<file path="config.mk">
export PLATFORM = sky130hd
export DESIGN_NAME = lut_sym_decoder_flat
export DESIGN_NICKNAME = d
export VERILOG_FILES = /design/src/rtl/lut_sym_decoder_if.sv /design/src/rtl/lut_sym_decoder.sv /design/src/flat_wrapper.sv
export SDC_FILE = /design/constraint.sdc
export NUM_CORES = 1
export LEC_CHECK = 0
export CORE_MARGIN = 2
export CORE_UTILIZATION = 25
export CTS_CLUSTER_DIAMETER = 200
export DETAILED_ROUTE_END_ITERATION = 7
export SYNTH_ARGS = -nofsm -noshare
export SYNTH_HDL_FRONTEND = slang
export SYNTH_SLANG_ARGS = --single-unit
</file>
<file path="constraint.sdc">
create_clock -name clk -period 1.9 [get_ports clk]
set_clock_uncertainty 0.15 [all_clocks]
set_input_delay 0.19 -clock clk [delete_from_list [all_inputs] [get_ports clk]]
set_output_delay 0.19 -clock clk [all_outputs]
set_load 0.01 [all_outputs]
</file>
<file path="src/rtl/lut_sym_decoder_if.sv">
// Request/result handshake bundle for lut_sym_decoder.
// The master side issues requests and takes results; the slave side is the decoder.
interface lut_sym_decoder_if #(
  parameter int ADDR_WIDTH = 4,
  parameter int DATA_WIDTH = 6
);
  logic                  in_valid;
  logic                  in_ready;
  logic [ADDR_WIDTH-1:0] n;
  logic [DATA_WIDTH-1:0] code;
  logic                  out_valid;
  logic                  out_ready;
  logic [ADDR_WIDTH-1:0] sym;
  logic                  hit;

  modport master (
    output in_valid, n, code, out_ready,
    input  in_ready, out_valid, sym, hit
  );

  modport slave (
    input  in_valid, n, code, out_ready,
    output in_ready, out_valid, sym, hit
  );
endinterface

</file>
<file path="src/rtl/lut_sym_decoder.sv">
// Sequential inverse of the symbol-weight LUT: finds the first symbol whose weight is <= code.
// Optional miss counter port enabled by defining LUT_DEC_STATS_EN.
module lut_sym_decoder #(
  parameter int ADDR_WIDTH = 4,
  parameter int DATA_WIDTH = 6,
  parameter int STEP       = 4
) (
  input  logic               clk,
  input  logic               rst,
  lut_sym_decoder_if.slave   bus
`ifdef LUT_DEC_STATS_EN
  ,
  output logic [15:0]        miss_cnt
`endif
);

  localparam logic [DATA_WIDTH-1:0] STEP_W = DATA_WIDTH'(STEP);

  typedef enum logic [1:0] {
    IDLE,
    SCAN,
    DONE
  } state_t;

  state_t                state;
  logic [ADDR_WIDTH-1:0] k;
  logic [DATA_WIDTH-1:0] w;
  logic [DATA_WIDTH-1:0] code_q;
  logic [ADDR_WIDTH-1:0] sym_q;
  logic                  hit_q;
  logic                  in_ready_q;
  logic                  out_valid_q;

  // Weights fall by STEP per symbol, so the scan walks w down from STEP*n
  // and always stops at k = n at the latest, where w reaches 0.
  always_ff @(posedge clk) begin
    if (rst) begin
      state       <= IDLE;
      k           <= '0;
      w           <= '0;
      code_q      <= '0;
      sym_q       <= '0;
      hit_q       <= 1'b0;
      in_ready_q  <= 1'b1;
      out_valid_q <= 1'b0;
`ifdef LUT_DEC_STATS_EN
      miss_cnt    <= '0;
`endif
    end else begin
      case (state)
        IDLE: begin
          if (bus.in_valid) begin
            code_q     <= bus.code;
            k          <= '0;
            w          <= STEP_W * DATA_WIDTH'(bus.n);
            in_ready_q <= 1'b0;
            state      <= SCAN;
          end
        end
        SCAN: begin
          if (w <= code_q) begin
            sym_q       <= k;
            hit_q       <= (w == code_q);
            out_valid_q <= 1'b1;
            state       <= DONE;
          end else begin
            k <= k + 1'b1;
            w <= w - STEP_W;
          end
        end
        DONE: begin
          if (bus.out_ready) begin
            out_valid_q <= 1'b0;
            in_ready_q  <= 1'b1;
            state       <= IDLE;
`ifdef LUT_DEC_STATS_EN
            if (!hit_q && (miss_cnt != 16'hFFFF))
              miss_cnt <= miss_cnt + 16'd1;
`endif
          end
        end
        default: begin
          in_ready_q  <= 1'b1;
          out_valid_q <= 1'b0;
          state       <= IDLE;
        end
      endcase
    end
  end

  assign bus.in_ready  = in_ready_q;
  assign bus.out_valid = out_valid_q;
  assign bus.sym       = sym_q;
  assign bus.hit       = hit_q;

endmodule

</file>
<file path="src/flat_wrapper.sv">
// flat-port wrapper written by rule: the top's interface ports become plain ports
module lut_sym_decoder_flat 
#(
  parameter int ADDR_WIDTH = 4,
  parameter int DATA_WIDTH = 6,
  parameter int STEP       = 4
)
  (clk, rst, bus_in_valid, bus_n, bus_code, bus_out_ready, bus_in_ready, bus_out_valid, bus_sym, bus_hit);
  lut_sym_decoder_if #(.ADDR_WIDTH(ADDR_WIDTH), .DATA_WIDTH(DATA_WIDTH)) bus_i ();
  input  logic clk;
  input  logic rst;
  input wire logic [$bits(bus_i.in_valid)-1:0] bus_in_valid;
  input wire logic [$bits(bus_i.n)-1:0] bus_n;
  input wire logic [$bits(bus_i.code)-1:0] bus_code;
  input wire logic [$bits(bus_i.out_ready)-1:0] bus_out_ready;
  output wire logic [$bits(bus_i.in_ready)-1:0] bus_in_ready;
  output wire logic [$bits(bus_i.out_valid)-1:0] bus_out_valid;
  output wire logic [$bits(bus_i.sym)-1:0] bus_sym;
  output wire logic [$bits(bus_i.hit)-1:0] bus_hit;
  assign bus_i.in_valid = bus_in_valid;
  assign bus_i.n = bus_n;
  assign bus_i.code = bus_code;
  assign bus_i.out_ready = bus_out_ready;
  assign bus_in_ready = bus_i.in_ready;
  assign bus_out_valid = bus_i.out_valid;
  assign bus_sym = bus_i.sym;
  assign bus_hit = bus_i.hit;
  lut_sym_decoder #(.ADDR_WIDTH(ADDR_WIDTH), .DATA_WIDTH(DATA_WIDTH), .STEP(STEP)) u_core (.clk(clk), .rst(rst), .bus(bus_i));
endmodule
</file>
==> results of run 1 <==
==> kinds of logic after synthesis <==
| group | after synthesis | synth area share, % |
|---|---|---|
| AO/OA/AOI/OAI | 33 | 20.58 |
| flip-flops | 23 | 39.23 |
| adder cells (fa/ha/maj) | 6 | 6.396 |
| buffers and inverters | 17 | 5.863 |
| multiplexers | 7 | 5.970 |
| AND/OR/NAND/NOR | 53 | 21.96 |
==> path summary, 6_finish.rpt <==
check / from / end
max: u_core.code_q[3] / u_core.k[2]
min: u_core.bus.sym[2] / u_core.bus.sym[2]
max reg2reg: u_core.code_q[3] / u_core.k[2]
min reg2reg: u_core.bus.sym[2] / u_core.bus.sym[2]
==> stage by stage <==
stage	hold WS (ns)	utilization, %	power (W)
2_1_floorplan	0.1786	-	0.001416
3_3_place_gp	0.2836	34.35	0.001814
3_5_place_dp	0.2970	34.35	0.001818
4_1_cts	0.3108	35.53	0.002161
5_1_grt	0.3386	38.06	0.002589
6_report	0.3131	38.06	0.002406
==> registers in the layout, summed over array words and instances (netlist names) <==
signal	flops
u_core.code_q	6
u_core.bus.sym	4
u_core.k	4
u_core.w	4
u_core.state	2
u_core.bus.hit	1
u_core.bus.in_ready	1
u_core.bus.out_valid	1
==> tightest hold or removal path: stages (launching register included) <==
cell     delay, ns
dfxtp_1       0.32
nand2_1       0.05
mux2i_1       0.05
==> synthesized netlist by cell type (2+ instances only) <==
library cell and count:
ha_1 6, dfxtp_1 23, o211ai_1 2, nor2_1 20
nand2_1 14, clkbuf_1 3, o21ai_0 3, nor4_1 2
nor3_1 2, a31o_1 2, nor2b_1 4, o41ai_1 4
o31ai_1 2, or3_1 3, o21ai_2 2, buf_2 4
mux2i_1 7, a21oi_1 12, inv_1 9
==> area by class of cell <==
class / instances / share of cell area [%]
repair buffers: 34 / 18.79
clock buffers: 3 / 2.441
well taps: 52 / 3.846
clock inverters: 1 / 0.2959
flip-flops and latches: 23 / 27.22
inverters: 9 / 1.997
multi-input cells: 99 / 45.41
==> timing repair <==
item / in CTS / in global routing
buffers inserted: 0 / 1
setup endpoints to repair: 7 / 12
resized for setup: 2 / 12
pin swaps: 0 / 8
==> routing by layer <==
layer	up-vias	part of all wire, %	wire [µm]
li1	547	-	-
met1	493	49	1428
met2	17	47	1349
met3	2	3.7	106
met4	0	0.28	8
met5	-	0	0
==> where the power goes <==
group          switching, W  total (W)  internal (W)
Sequential         0.000115   0.000705      0.000590
Combinational      0.000704    0.00139      0.000684
Clock              0.000167   0.000313      0.000147
==> results.json, run 1 <==
{
  "outcome": "finished clean",
  "yosysWarnings": 0,
  "critPathArrivalTime_ns": 1.91,
  "grt_max_degree": 19,
  "h-tree-depth": 1,
  "hold_violations": 0,
  "ant_nets": 0,
  "clk_pin_slew_worst_paths_ns": 0.09,
  "dpl_worst_slack_ns": -0.03213,
  "clk_path_buf_depth": 2,
  "slew_headroom_pct": 68.39,
  "design_area_um2": 1692,
  "placed_cell_area_um2": 1526,
  "drt-pass1-iter-count": 4,
  "cts_buffers": 3,
  "diodes": 0,
  "path_cells": "inv_1, ha_4, a21oi_2, o21a_4, or4b_1, a21oi_1",
  "row_count": 24,
  "fmax_ghz": 0.5390,
  "use_met2_pct": 17.13,
  "worst_ir_drop_vdd_mv": 0.4468,
  "nets": 190,
  "reg2reg_slack_ns": 0.04,
  "total_leakage_power_nw": 0.6462,
  "layout.cells.most_common_list": "dfxtp_1, nor2_1, clkdlybuf4s50_1, nand2_1, buf_4",
  "crit_type": "reg -> reg",
  "crit_buf_inv": 1,
  "p_per_area_nw_per_um2": 1422,
  "synth_edf_count": 0,
  "max_stage_delay_ns": 0.51,
  "mostFrequentLayoutCell": "dfxtp_1",
  "n_fill_cell": 475,
  "yosysTopAreaCell": "dfxtp_1",
  "syn_to_final_growth_pct": 44.14,
  "synthDistinctLibCells": 34,
  "die_w_um": 72.52,
  "overflow": 0,
  "synthArstFlopShare_pct": 0,
  "ys_top_cells_by_area": "dfxtp_1, ha_1, nor2_1, mux2i_1, a21oi_1",
  "coreArea_um2": 4444,
  "clk-insertion-delay-late_ns": 0.27,
  "hold_class": "reg -> reg",
  "crit_family": "simple AND/OR/NAND/NOR gates",
  "synth_area_per_cell_um2": 8.443,
  "ys_seq_elements": 23,
  "start_util_pct": 26.41,
  "crit_path_end_kind": "register",
  "reg2reg_depth": 6,
  "setup_slack_ns": 0.04458,
  "cp-start-kind": "register",
  "gr-max-usage-layer": "met2",
  "ios": 21,
  "drc": 0,
  "setup_viol": 0,
  "syn-instance-count": 139,
  "fp.dieArea_um2": 5258,
  "drt-initial-drc-count": 27,
  "cts_hold_buffers": 0,
  "drt-total-wl_um": 2892,
  "cp.depth": 6,
  "slew_viol_final": 0,
  "ys.flop_type": "dfxtp_1",
  "setup_tns_ns": 0,
  "wl_per_cell_um": 13.09,
  "grt_use_met1_pct": 15.74,
  "cts_sinks": 23,
  "crit_fanout": 6,
  "synthesis.area_um2": 1174,
  "min_period_over_period_pct": 97.65,
  "grt_use_total_pct": 11.22,
  "grt_pass1_wl_um": 4657,
  "via_count": 1059,
  "synth.yosys.seq_area_share_pct": 39.23,
  "placed_cells": 216,
  "die_height_um": 72.52,
  "port_buffers": 20,
  "period_needed_ns": 1.855,
  "tightest_slew_ns": 0.4735,
  "drive_gt1_share_pct": 20.71,
  "first_global_vias": 1035,
  "hpwl_um": 2020,
  "drv_cap": 0,
  "holdPathStages": 2,
  "antenna_found_initial": 0,
  "worstPathRequired_ns": 1.96,
  "multi_input_area_um2": 768.2,
  "cts_tree": "built",
  "place.gp.congestion": 0.7930,
  "vias_per_cell": 4.792,
  "syn_nets": 159,
  "netlist.area_leader.share_pct": 39.23,
  "cp_slowest_cell": "or4b_1",
  "fin_cells": 221,
  "seq_area_um2": 460.4,
  "grt_use_met3_pct": 2.778,
  "cts-root-buf": "clkbuf_8"
}
(Power assumes the default switching activity.)
==> run 2: changes to the inputs <==
Settings changed: CORE_MARGIN 2 to default, SKIP_CTS_REPAIR_TIMING from default to 1.
Clock period 1.9 ns to 1.6 ns, I/O delays scaled along.
==> results.json, run 2 (synthesis gave the netlist of run 1 again) <==
{
  "outcome": "finished, violations left",
  "violations": "design-rule violations, negative setup slack",
  "drt-initial-drc-count": 63,
  "p_per_area_nw_per_um2": 1768,
  "regMostFlops": "u_core.code_q",
  "drive_gt1_share_pct": 36.26,
  "first_global_vias": 1128,
  "total_leakage_power_nw": 0.7176,
  "cts_tree": "built",
  "syn_to_final_growth_pct": 58.96,
  "hpwl_um": 2206,
  "mostFrequentLayoutCell": "buf_4",
  "drv_cap": 0,
  "critPathArrivalTime_ns": 1.83,
  "slew_viol_final": 0,
  "antenna_found_initial": 0,
  "h-tree-depth": 1,
  "rsz0062_at_grt": "true",
  "overflow": 0,
  "clk_path_buf_depth": 2,
  "placed_cells": 227,
  "start_util_pct": 26.41,
  "grt_max_degree": 13,
  "crit_type": "reg -> reg",
  "finalPower_w": 0.003297,
  "cts_sinks": 23,
  "cp_slowest_cell": "or3_4",
  "slew_headroom_pct": 74.55,
  "ios": 21,
  "place.gp.congestion": 0.8561,
  "setup_viol": 16,
  "max_stage_delay_ns": 0.38,
  "crit_path_end_kind": "register",
  "grt_pass1_wl_um": 5009,
  "fmax_ghz": 0.5536,
  "period_needed_ns": 1.806,
  "crit_buf_inv": 1,
  "die_w_um": 70.52,
  "min_period_over_period_pct": 112.9,
  "nets": 203,
  "post-route-util_pct": 41.98,
  "path_cells": "inv_2, ha_4, a21oi_4, o211a_4, or3_4, o32ai_2",
  "hold_violations": 0,
  "setup_slack_ns": -0.2064,
  "diodes": 0,
  "crit_fanout": 6,
  "cts_buffers": 3,
  "vias_per_cell": 4.850,
  "wl_per_cell_um": 13.12,
  "die_height_um": 70.52,
  "via_count": 1135,
  "drt-total-wl_um": 3070,
  "cts-root-buf": "clkbuf_8",
  "port_buffers": 20,
  "worstPathRequired_ns": 1.63,
  "ant_nets": 0,
  "fp.dieArea_um2": 4972,
  "drt-pass1-iter-count": 6,
  "grt_use_total_pct": 12.63,
  "tightest_slew_ns": 0.3768,
  "fin_cells": 234,
  "whs_ns": 0.3113,
  "worst_ir_drop_vdd_mv": 0.5628,
  "clk-insertion-delay-late_ns": 0.26,
  "cp-start-kind": "register",
  "layout.cells.most_common_list": "buf_4, clkdlybuf4s50_1, nor2_1, dfxtp_1, nand2_1",
  "coreArea_um2": 4444,
  "clk_pin_slew_worst_paths_ns": 0.08,
  "largest_reg_flops": 6,
  "drc": 2,
  "crit_family": "compound AO/OA/AOI/OAI gates",
  "hold_class": "reg -> reg",
  "row_count": 24
}
==> run 2: cell types whose count changed in the layout (fill, tap and decap cells not counted), sizes merged <==
cell	before	now
clkbuf	3	4
clkinv	1	0
buf	14	27
==> run 2: where the power goes <==
| part | internal (W) | switching (W) |
|---|---|---|
| sequential | 0.000711 | 0.000127 |
| clock | 0.000178 | 0.000184 |
| combinational | 0.00108 | 0.00101 |
==> run 2: path summary, 6_finish.rpt <==
check | from | end | slack [ns] | depth (start not counted)
worst max-delay path | u_core.code_q[3] | u_core.w[5] | -0.21 | 6
worst min-delay path | u_core.k[3] | u_core.k[3] | 0.31 | 1
worst max register to register | u_core.code_q[3] | u_core.w[5] | -0.21 | 6
worst min register to register | u_core.k[3] | u_core.k[3] | 0.31 | 1
==> run 2: cell type report <==
type / instances / area, µm²
Fill cell: 455 / 2579
Clock buffer: 4 / 45.04
Inverter: 9 / 33.78
Timing Repair Buffer: 47 / 417.9
Multi-Input combinational cell: 99 / 835.8
Sequential cell: 23 / 467.9
Tap cell: 52 / 65.06
==> run 2: worst reg2reg max path, stage by stage (launching register included) <==
cell and delay, ns:
dfxtp_2 0.33, inv_2 0.04, ha_4 0.28, a21oi_4 0.06
o211a_4 0.25, or3_4 0.38, o32ai_2 0.22
==> run 2: routing by layer <==
metal / global-route usage, % / vias to the layer above / wire (µm)
li1: - / 574 / -
met1: 16.68 / 536 / 1476
met2: 20.82 / 21 / 1447
met3: 1.876 / 4 / 106
met4: 4.762 / 0 / 40
met5: 0 / - / 0
==> run 2: per-stage QoR <==
stage / setup WS, ns / TNS, ns / instance area, µm²
2_1_floorplan: -0.2332 / -1.289 / 1240
3_3_place_gp: -0.2554 / -2.724 / 1644
3_5_place_dp: -0.2739 / -2.841 / 1644
4_1_cts: -0.3078 / -2.872 / 1689
5_1_grt: -0.2537 / -2.875 / 1866
6_report: -0.2064 / -1.958 / 1866
==> run 3: changes to the inputs <==
Settings changed: CORE_MARGIN from default to 2.
==> results.json, run 3 (synthesis gave the netlist of run 1 again) <==
{
  "outcome": "finished, violations left",
  "violations": "negative setup slack",
  "ios": 21,
  "cts_buffers": 3,
  "critPathArrivalTime_ns": 1.81,
  "row_count": 24,
  "regMostFlops": "u_core.code_q",
  "drt-initial-drc-count": 69,
  "place.gp.congestion": 0.8339,
  "drv_cap": 0,
  "h-tree-depth": 1,
  "p_comb_share_pct": 63.7,
  "slew_viol_final": 0,
  "start_util_pct": 26.41,
  "largest_reg_flops": 6,
  "drt-pass1-iter-count": 4,
  "p_sw_share_pct": 39.33,
  "switchingPower_w": 0.001275,
  "crit_fanout": 4,
  "r2r_start": "u_core.code_q[3]",
  "grt_use_met1_pct": 15.62,
  "wl_per_cell_um": 12.74,
  "coreArea_um2": 4444,
  "port_buffers": 20,
  "layout.cells.most_common_list": "buf_4, clkdlybuf4s50_1, nor2_1, dfxtp_1, nand2_1",
  "slew_headroom_pct": 75.47,
  "drc": 0,
  "fmax_ghz": 0.5512,
  "period_needed_ns": 1.814,
  "hold_class": "reg -> reg",
  "via_count": 1134,
  "startpoint": "u_core.code_q[3]",
  "setup_slack_ns": -0.2142,
  "clk_pin_slew_worst_paths_ns": 0.09,
  "overflow": 0,
  "grt_pass1_wl_um": 4761,
  "antenna_found_initial": 0,
  "worst_ir_drop_vdd_mv": 0.5506,
  "clk_path_buf_depth": 2,
  "finalPower_w": 0.003242,
  "clockPowerShare_pct": 11.1,
  "nets": 206,
  "hold_violations": 0,
  "die_height_um": 72.52,
  "drive_gt1_share_pct": 35.68,
  "tightest_slew_ns": 0.3633,
  "diodes": 0,
  "drt-total-wl_um": 3020,
  "seq_power_share_pct": 25.2,
  "cts-root-buf": "clkbuf_8",
  "fp.dieArea_um2": 5258,
  "min_period_over_period_pct": 113.4,
  "hold_path.startpoint": "u_core.bus.sym[0]",
  "ant_nets": 0,
  "grt_use_total_pct": 11.66,
  "hpwl_um": 2239,
  "mostFrequentLayoutCell": "buf_4",
  "die_w_um": 72.52,
  "worstPathRequired_ns": 1.60,
  "rsz0062_at_grt": "true",
  "use_met2_pct": 19.06,
  "p_int_w": 0.001967,
  "n_fill_cell": 443,
  "syn_to_final_growth_pct": 56.72,
  "total_leakage_power_nw": 0.7282,
  "clk-insertion-delay-late_ns": 0.26,
  "setup_viol": 16,
  "cts_tree": "built",
  "grt_max_degree": 14,
  "grt_use_met3_pct": 2.500,
  "p_per_area_nw_per_um2": 1763,
  "crit_path_end_kind": "register",
  "whs_ns": 0.3124,
  "vias_per_cell": 4.785,
  "cp-start-kind": "register",
  "first_global_vias": 1076,
  "cts_sinks": 23,
  "crit_type": "reg -> reg",
  "gr-max-usage-layer": "met2"
}
[run 3: worst max-delay path, stage by stage, from the launching register on]
cell	delay, ns
dfxtp_2	0.33
inv_2	0.04
ha_4	0.26
a21oi_2	0.07
o211a_4	0.25
buf_4	0.15
o41ai_2	0.35
a21oi_1	0.11
[run 3: worst paths after layout]
kind | to | slack, ns | depth (start not counted)
max reg2reg | u_core.k[2] | -0.21 | 7
min reg2reg | u_core.bus.sym[0] | 0.31 | 2
max | u_core.k[2] | -0.21 | 7
min | u_core.bus.sym[0] | 0.31 | 2
[run 3: layout make-up]
class / instances / area, µm² / area share (%)
clock buffer: 3 / 41.29 / 2.245
clock inverter: 1 / 5.005 / 0.2721
inverter: 9 / 33.78 / 1.837
multi-input combinational: 99 / 777.0 / 42.24
sequential: 23 / 467.9 / 25.44
tap: 52 / 65.06 / 3.537
timing repair buffer: 50 / 449.2 / 24.42
[run 3: power by group through the flow]
| stage | Combinational (W) | Clock, W | Sequential [W] |
|---|---|---|---|
| floorplan | 0.00102 | 0 | 0.000823 |
| global placement | 0.00177 | 0 | 0.000822 |
| detailed placement | 0.00180 | 0 | 0.000823 |
| CTS | 0.00181 | 0.000367 | 0.000811 |
| global route | 0.00223 | 0.000394 | 0.000834 |
| finish | 0.00207 | 0.000359 | 0.000818 |
[run 3: routing by layer]
layer	part of all wire, %	routed length [µm]
met5	0	0
met3	3.6	109
met4	0.56	17
met2	47	1416
met1	49	1477
[run 3: through the flow]
| step | TNS [ns] | utilization [%] | setup WS, ns | std cells | cell area [µm²] |
|---|---|---|---|---|---|
| 2_1_floorplan | -1.289 | - | -0.2332 | 139 | 1240 |
| 3_5_place_dp | -2.741 | 38.12 | -0.2825 | 232 | 1694 |
| 3_3_place_gp | -2.532 | 38.12 | -0.2528 | 232 | 1694 |
| 5_1_grt | -2.764 | 41.39 | -0.2589 | 237 | 1839 |
| 4_1_cts | -3.037 | 39.16 | -0.2937 | 236 | 1740 |
| 6_report | -1.711 | 41.39 | -0.2142 | 237 | 1839 |
